`src/rtl/result_axis_packer.sv`:
```
// rtl/result_axis_packer.sv - Buffers the unflow-controlled result stream and re-emits it as an AXI4-Stream master.
// Optional statistics counters are enabled by defining RESULT_AXIS_PACKER_STATS_EN.
module result_axis_packer #(
    parameter int DATA_W     = 32,
    parameter int FIFO_DEPTH = 64,
    parameter int AF_MARGIN  = 8,
    parameter int FRAME_LEN  = 4096
) (
    input  logic                            clk,
    input  logic                            rst,
    input  logic [DATA_W-1:0]               in_data,
    input  logic                            in_valid,
    output logic [DATA_W-1:0]               m_axis_tdata,
    output logic                            m_axis_tvalid,
    input  logic                            m_axis_tready,
    output logic                            m_axis_tlast,
    output logic                            almost_full,
    output logic [$clog2(FIFO_DEPTH):0]     occupancy,
    output logic                            overflow,
    input  logic                            overflow_clr,
    output logic                            frame_done,
    output logic [31:0]                     frame_count,
    output logic [$clog2(FIFO_DEPTH):0]     max_occupancy
);

    localparam int OCC_W = $clog2(FIFO_DEPTH) + 1;
    localparam int PTR_W = $clog2(FIFO_DEPTH);
    localparam int IDX_W = (FRAME_LEN > 1) ? $clog2(FRAME_LEN) : 1;
    localparam logic [OCC_W-1:0] DEPTH_C  = OCC_W'(FIFO_DEPTH);
    localparam logic [OCC_W-1:0] AF_TH    = OCC_W'(FIFO_DEPTH - AF_MARGIN);
    localparam logic [IDX_W-1:0] LAST_IDX = IDX_W'(FRAME_LEN - 1);

    logic [DATA_W-1:0] mem [FIFO_DEPTH];
    logic [PTR_W-1:0]  wr_ptr, rd_ptr;
    logic [OCC_W-1:0]  occ, occ_nxt, mem_count;
    logic [IDX_W-1:0]  idx;

    logic wr_ok, drop, pop, out_free, load_mem, bypass, mem_wr, is_last;

    // Full is judged on registered occupancy so a same-cycle pop never frees a slot.
    assign wr_ok    = in_valid && (occ != DEPTH_C);
    assign drop     = in_valid && (occ == DEPTH_C);
    assign pop      = m_axis_tvalid && m_axis_tready;
    assign out_free = !m_axis_tvalid || pop;
    assign load_mem = out_free && (mem_count != '0);
    // Writes into an idle block skip the memory to give one-cycle latency.
    assign bypass   = out_free && (mem_count == '0) && wr_ok;
    assign mem_wr   = wr_ok && !bypass;
    assign is_last  = (idx == LAST_IDX);

    assign m_axis_tlast = m_axis_tvalid && is_last;
    assign almost_full  = (occ >= AF_TH);
    assign occupancy    = occ;

    always_comb begin
        occ_nxt = occ;
        case ({wr_ok, pop})
            2'b10:   occ_nxt = occ + OCC_W'(1);
            2'b01:   occ_nxt = occ - OCC_W'(1);
            default: occ_nxt = occ;
        endcase
    end

    always_ff @(posedge clk) begin
        if (mem_wr) begin
            mem[wr_ptr] <= in_data;
        end
    end

    always_ff @(posedge clk) begin
        if (rst) begin
            wr_ptr        <= '0;
            rd_ptr        <= '0;
            mem_count     <= '0;
            occ           <= '0;
            idx           <= '0;
            m_axis_tdata  <= '0;
            m_axis_tvalid <= 1'b0;
            frame_done    <= 1'b0;
            overflow      <= 1'b0;
        end else begin
            if (mem_wr) begin
                wr_ptr <= wr_ptr + PTR_W'(1);
            end
            if (load_mem) begin
                rd_ptr <= rd_ptr + PTR_W'(1);
            end
            case ({mem_wr, load_mem})
                2'b10:   mem_count <= mem_count + OCC_W'(1);
                2'b01:   mem_count <= mem_count - OCC_W'(1);
                default: mem_count <= mem_count;
            endcase

            if (load_mem) begin
                m_axis_tdata  <= mem[rd_ptr];
                m_axis_tvalid <= 1'b1;
            end else if (bypass) begin
                m_axis_tdata  <= in_data;
                m_axis_tvalid <= 1'b1;
            end else if (pop) begin
                m_axis_tvalid <= 1'b0;
            end

            occ <= occ_nxt;

            if (pop) begin
                idx <= is_last ? '0 : idx + IDX_W'(1);
            end
            frame_done <= pop && is_last;

            if (drop) begin
                overflow <= 1'b1;
            end else if (overflow_clr) begin
                overflow <= 1'b0;
            end
        end
    end

`ifdef RESULT_AXIS_PACKER_STATS_EN
    always_ff @(posedge clk) begin
        if (rst) begin
            frame_count   <= '0;
            max_occupancy <= '0;
        end else begin
            if (frame_done) begin
                frame_count <= frame_count + 32'd1;
            end
            if (occ_nxt > max_occupancy) begin
                max_occupancy <= occ_nxt;
            end
        end
    end
`else
    assign frame_count   = '0;
    assign max_occupancy = '0;
`endif

endmodule
```
`config.mk`:
```
export PLATFORM = sky130hd
export DESIGN_NAME = result_axis_packer
export DESIGN_NICKNAME = d
export VERILOG_FILES = /design/src/rtl/result_axis_packer.sv
export SDC_FILE = /design/constraint.sdc
export NUM_CORES = 2
export LEC_CHECK = 0
export ABC_AREA = 1
export CORE_MARGIN = 5
export CORE_UTILIZATION = 32
export CTS_CLUSTER_DIAMETER = 150
export DETAILED_ROUTE_END_ITERATION = 12
export PLACE_DENSITY = 0.52
export SETUP_SLACK_MARGIN = 0.2
export SLEW_MARGIN = 20
export SYNTH_ARGS = -nofsm -noshare
export SYNTH_HDL_FRONTEND = slang
export SYNTH_SLANG_ARGS = --single-unit
```
`constraint.sdc`:
```
create_clock -name clk -period 8.6 [get_ports clk]
set_input_delay 2.58 -clock clk [delete_from_list [all_inputs] [get_ports clk]]
set_output_delay 2.58 -clock clk [all_outputs]
set_load 0.05 [all_outputs]
```
==> results by group <==
Placed design
  – RePlAce Congestion: 0.848
  – Port Buf Inserts: 80
  – HPWL after detailed placement: ~150000 um
  – Place WS: 2.25 ns

Clock network
  – Htree depth: 4
  – Clock slew at reported path FFs: 0.06 ns
  – TritonCTS clock tree: built
  – Clock sink total: about 2100
  – Clk root buf: clkbuf_16
  – Post-CTS Resized: 0
  – CTS Buffer Depth: 3
  – Post CTS Setup Buffer Count: 0
  – Post-CTS Hold Fix Bufs: 0
  – TritonCTS Buffers: around 220
  – Clock Latency Late Sink: 0.87 ns

Yosys
  – Cells after synthesis: between 7000 and 8000
  – Most used DFF post-synth: edfxtp_1
  – Ys async rst share: 0
  – Distinct cells, synth: 30
  – Syn Std Cell Area: 0.0862 mm2
  – Register area share after synthesis: 0.732
  – Yosys warns: 0
  – Mapped Avg Cell Area: 11.8 um2
  – Synth top area cells: edfxtp_1 71%, nand3_1 11%, nand2_1 10%
  – Seq cells post-synth: about 2100
  – Count leader, synth: nand2_1
  – Post-synth EDFFs: 2048
  – Top cells by count, synth: 2309 x nand2_1, 2048 x edfxtp_1, 1971 x nand3_1
  – Yosys top cell by area: edfxtp_1
  – Top cell type's share of synthesized area: 0.714

Route
  – Vias/cell: a little over 5
  – WL final: between 200000 and 300000 um
  – ANT nets after route: 0
  – Via count: between 50000 and 60000
  – DRT Pass-1 Iters: 6
  – Mean routed wirelength per cell: between 20 and 25 um
  – Initial DRC count: ~6400
  – # DRC: 0

Finish
  – Multi-input gate area: between 0.02 and 0.025 mm2
  – Fraction of layout cells with a size suffix above 1: 0.0722
  – Layout area overhead: 13.5%
  – Final core utilization: 0.365
  – Final net count: 7301
  – Fillers: 25800
  – Register area: ~0.063 mm2

STA
  – Slew Viols, Final: 0
  – Skew final: roughly 0.046 ns
  – Fin Hold WS: 0.466 ns
  – Tightest Pin Transition: between 1 and 1.5 ns
  – Tmin final: ~5.4 ns
  – Final setup TNS: 0 ns
  – Final Hold Viols: 0
  – Tcrit/Tclk final: 0.628
  – Max-Slew Margin vs Limit: 0.245
  – Final setup fails: 0
  – Setup ws final: between 3 and 4 ns
  – RSZ-0062 raised after global routing: false
  – Max Freq: between 150 and 200 MHz

Setup path
  – Worst Path Max Fanout: 32
  – Critical Path AT: between 5 and 6 ns
  – Worst Setup Start Kind: input pin
  – Endpoint class of the critical path: flip-flop
  – WS Path Type: in -> reg
  – Crit path required time: approximately 9.1 ns

GRT
  – Overflow after GRT: 0
  – First-pass GRT wire length: ~380000 um
  – Largest net degree at the start of global routing: approximately 180
  – Vias in the first global route: 52900
  – Initial antenna violation count: 12
  – Total GRT Usage: 0.187

Power
  – Gate power share: 0.259
  – Net switching power: between 9 and 10 mW
  – Sw Share: 0.341
  – Flop pwr share: 0.413
  – Clock group share of total power: 0.329
  – VDD IR-drop max: ~0.00020 V
  – Pleak: around 34 nW
  – Internal: 18.8 mW
  – Pwr dens: between 200 and 300 mW/mm2

Floorplan
  – Die W: 529 um
  – Core box area: around 0.27 mm2
  – Die H: between 500 and 600 um
  – Die area: roughly 0.28 mm2
  – Rows: between 150 and 200
  – Total I/O pin count: 120
  – Initial Utilization: 0.322

Run status
  – Outcome: finished, final reports clean

Flow run
  – Maxcap violations: 0

Worst hold path
  – Worst Hold Class: reg -> reg
-- cells in the final DEF, fill, tap and decap left out, types with 52 or more instances in the layout --
master     netlist  routed
clkbuf_1       102      52
a21oi_1         59      59
nand2_1       2309    2309
nand3_1       1971    1967
dfxtp_1         79      73
inv_1           64      60
clkbuf_16        0     224
edfxtp_1      2048    2048
nor2_4           0      62
nor2_1         173     111
buf_4           92      82
clkinv_1         0      54
-- area by class of cell --
| cell class | count | area share |
|---|---|---|
| flip-flops and latches | 2127 | 0.645 |
| multi-input cells | 4633 | 0.212 |
| clock buffers | 279 | 0.0597 |
| well taps | 3552 | 0.0455 |
| repair buffers | 204 | 0.0227 |
| clock inverters | 125 | 0.0119 |
| inverters | 69 | 0.00303 |
| diodes | 7 | 0.000179 |
-- flip-flops by register name (all words and copies together), names as in the netlist, named ones only --
register	flops
m_axis_tvalid	1
occupancy	7
idx	12
frame_done	1
mem_count	7
m_axis_tdata	32
rd_ptr	6
overflow	1
wr_ptr	6
mem	2048
-- path summary, 6_finish.rpt --
check	from	endpoint	slack, ns	cells past startpoint
worst max register to register	flip-flop	m_axis_tdata[14]$_SDFFE_PP0P_	4.21	12
worst min-delay path	overflow$_SDFFE_PP0P_	overflow$_SDFFE_PP0P_	0.47	2
worst max-delay path	m_axis_tready	mem[61][30]$_DFFE_PP_	3.20	9
worst min register to register	overflow$_SDFFE_PP0P_	overflow$_SDFFE_PP0P_	0.47	2
-- kinds of logic (layout without fill, tap and decap cells) --
group,count (synthesis),after routing,synth area share
AND/OR/NAND/NOR,4473,4473,0.224
flip-flops,2127,2127,0.732
buffers and inverters,577,677,0.0352
AO/OA/AOI/OAI,93,93,0.00553
XOR/XNOR,18,18,0.00183
adder cells (fa/ha/maj),10,10,0.00145
other,1,46,0.0000435
-- through the flow --
stage	power [mW]	cell area, um2	std cells
floorplan	16.9	86300	7337
global placement	19.3	90000	10600
detailed placement	19.4	90400	10600
CTS	28.7	97400	11000
global route	29.8	97800	11000
finish	28.5	97800	11000
-- critical path, stage by stage --
cell and delay, ns:
clkdlybuf4s50_1 0.42, nor2_1 0.16, inv_1 0.09, nand2_1 0.07, nand2_1 0.05, buf_4 0.19
nor2_1 0.28, nand3_2 0.80, nor2_4 1.16
-- power by group through the flow --
stage / Clock (mW) / Sequential [mW] / Combinational (mW)
final: 9.37 / 11.8 / 7.38
after global routing: 9.99 / 11.8 / 8.05
after CTS: 9.51 / 11.8 / 7.39
after detailed placement: 0 / 12.0 / 7.37
after global placement: 0 / 12.0 / 7.34
after floorplan: 0 / 12.0 / 4.81
-- layer usage --
layer  up-vias  track usage  wire [um]
met5         -            0         10
met4         2       0.0692      10200
li1      25700            -          -
met1     28400        0.260     115000
met2      2032        0.296     125000
met3       367       0.0277      18200
Power figures use the tool's default switching activity.
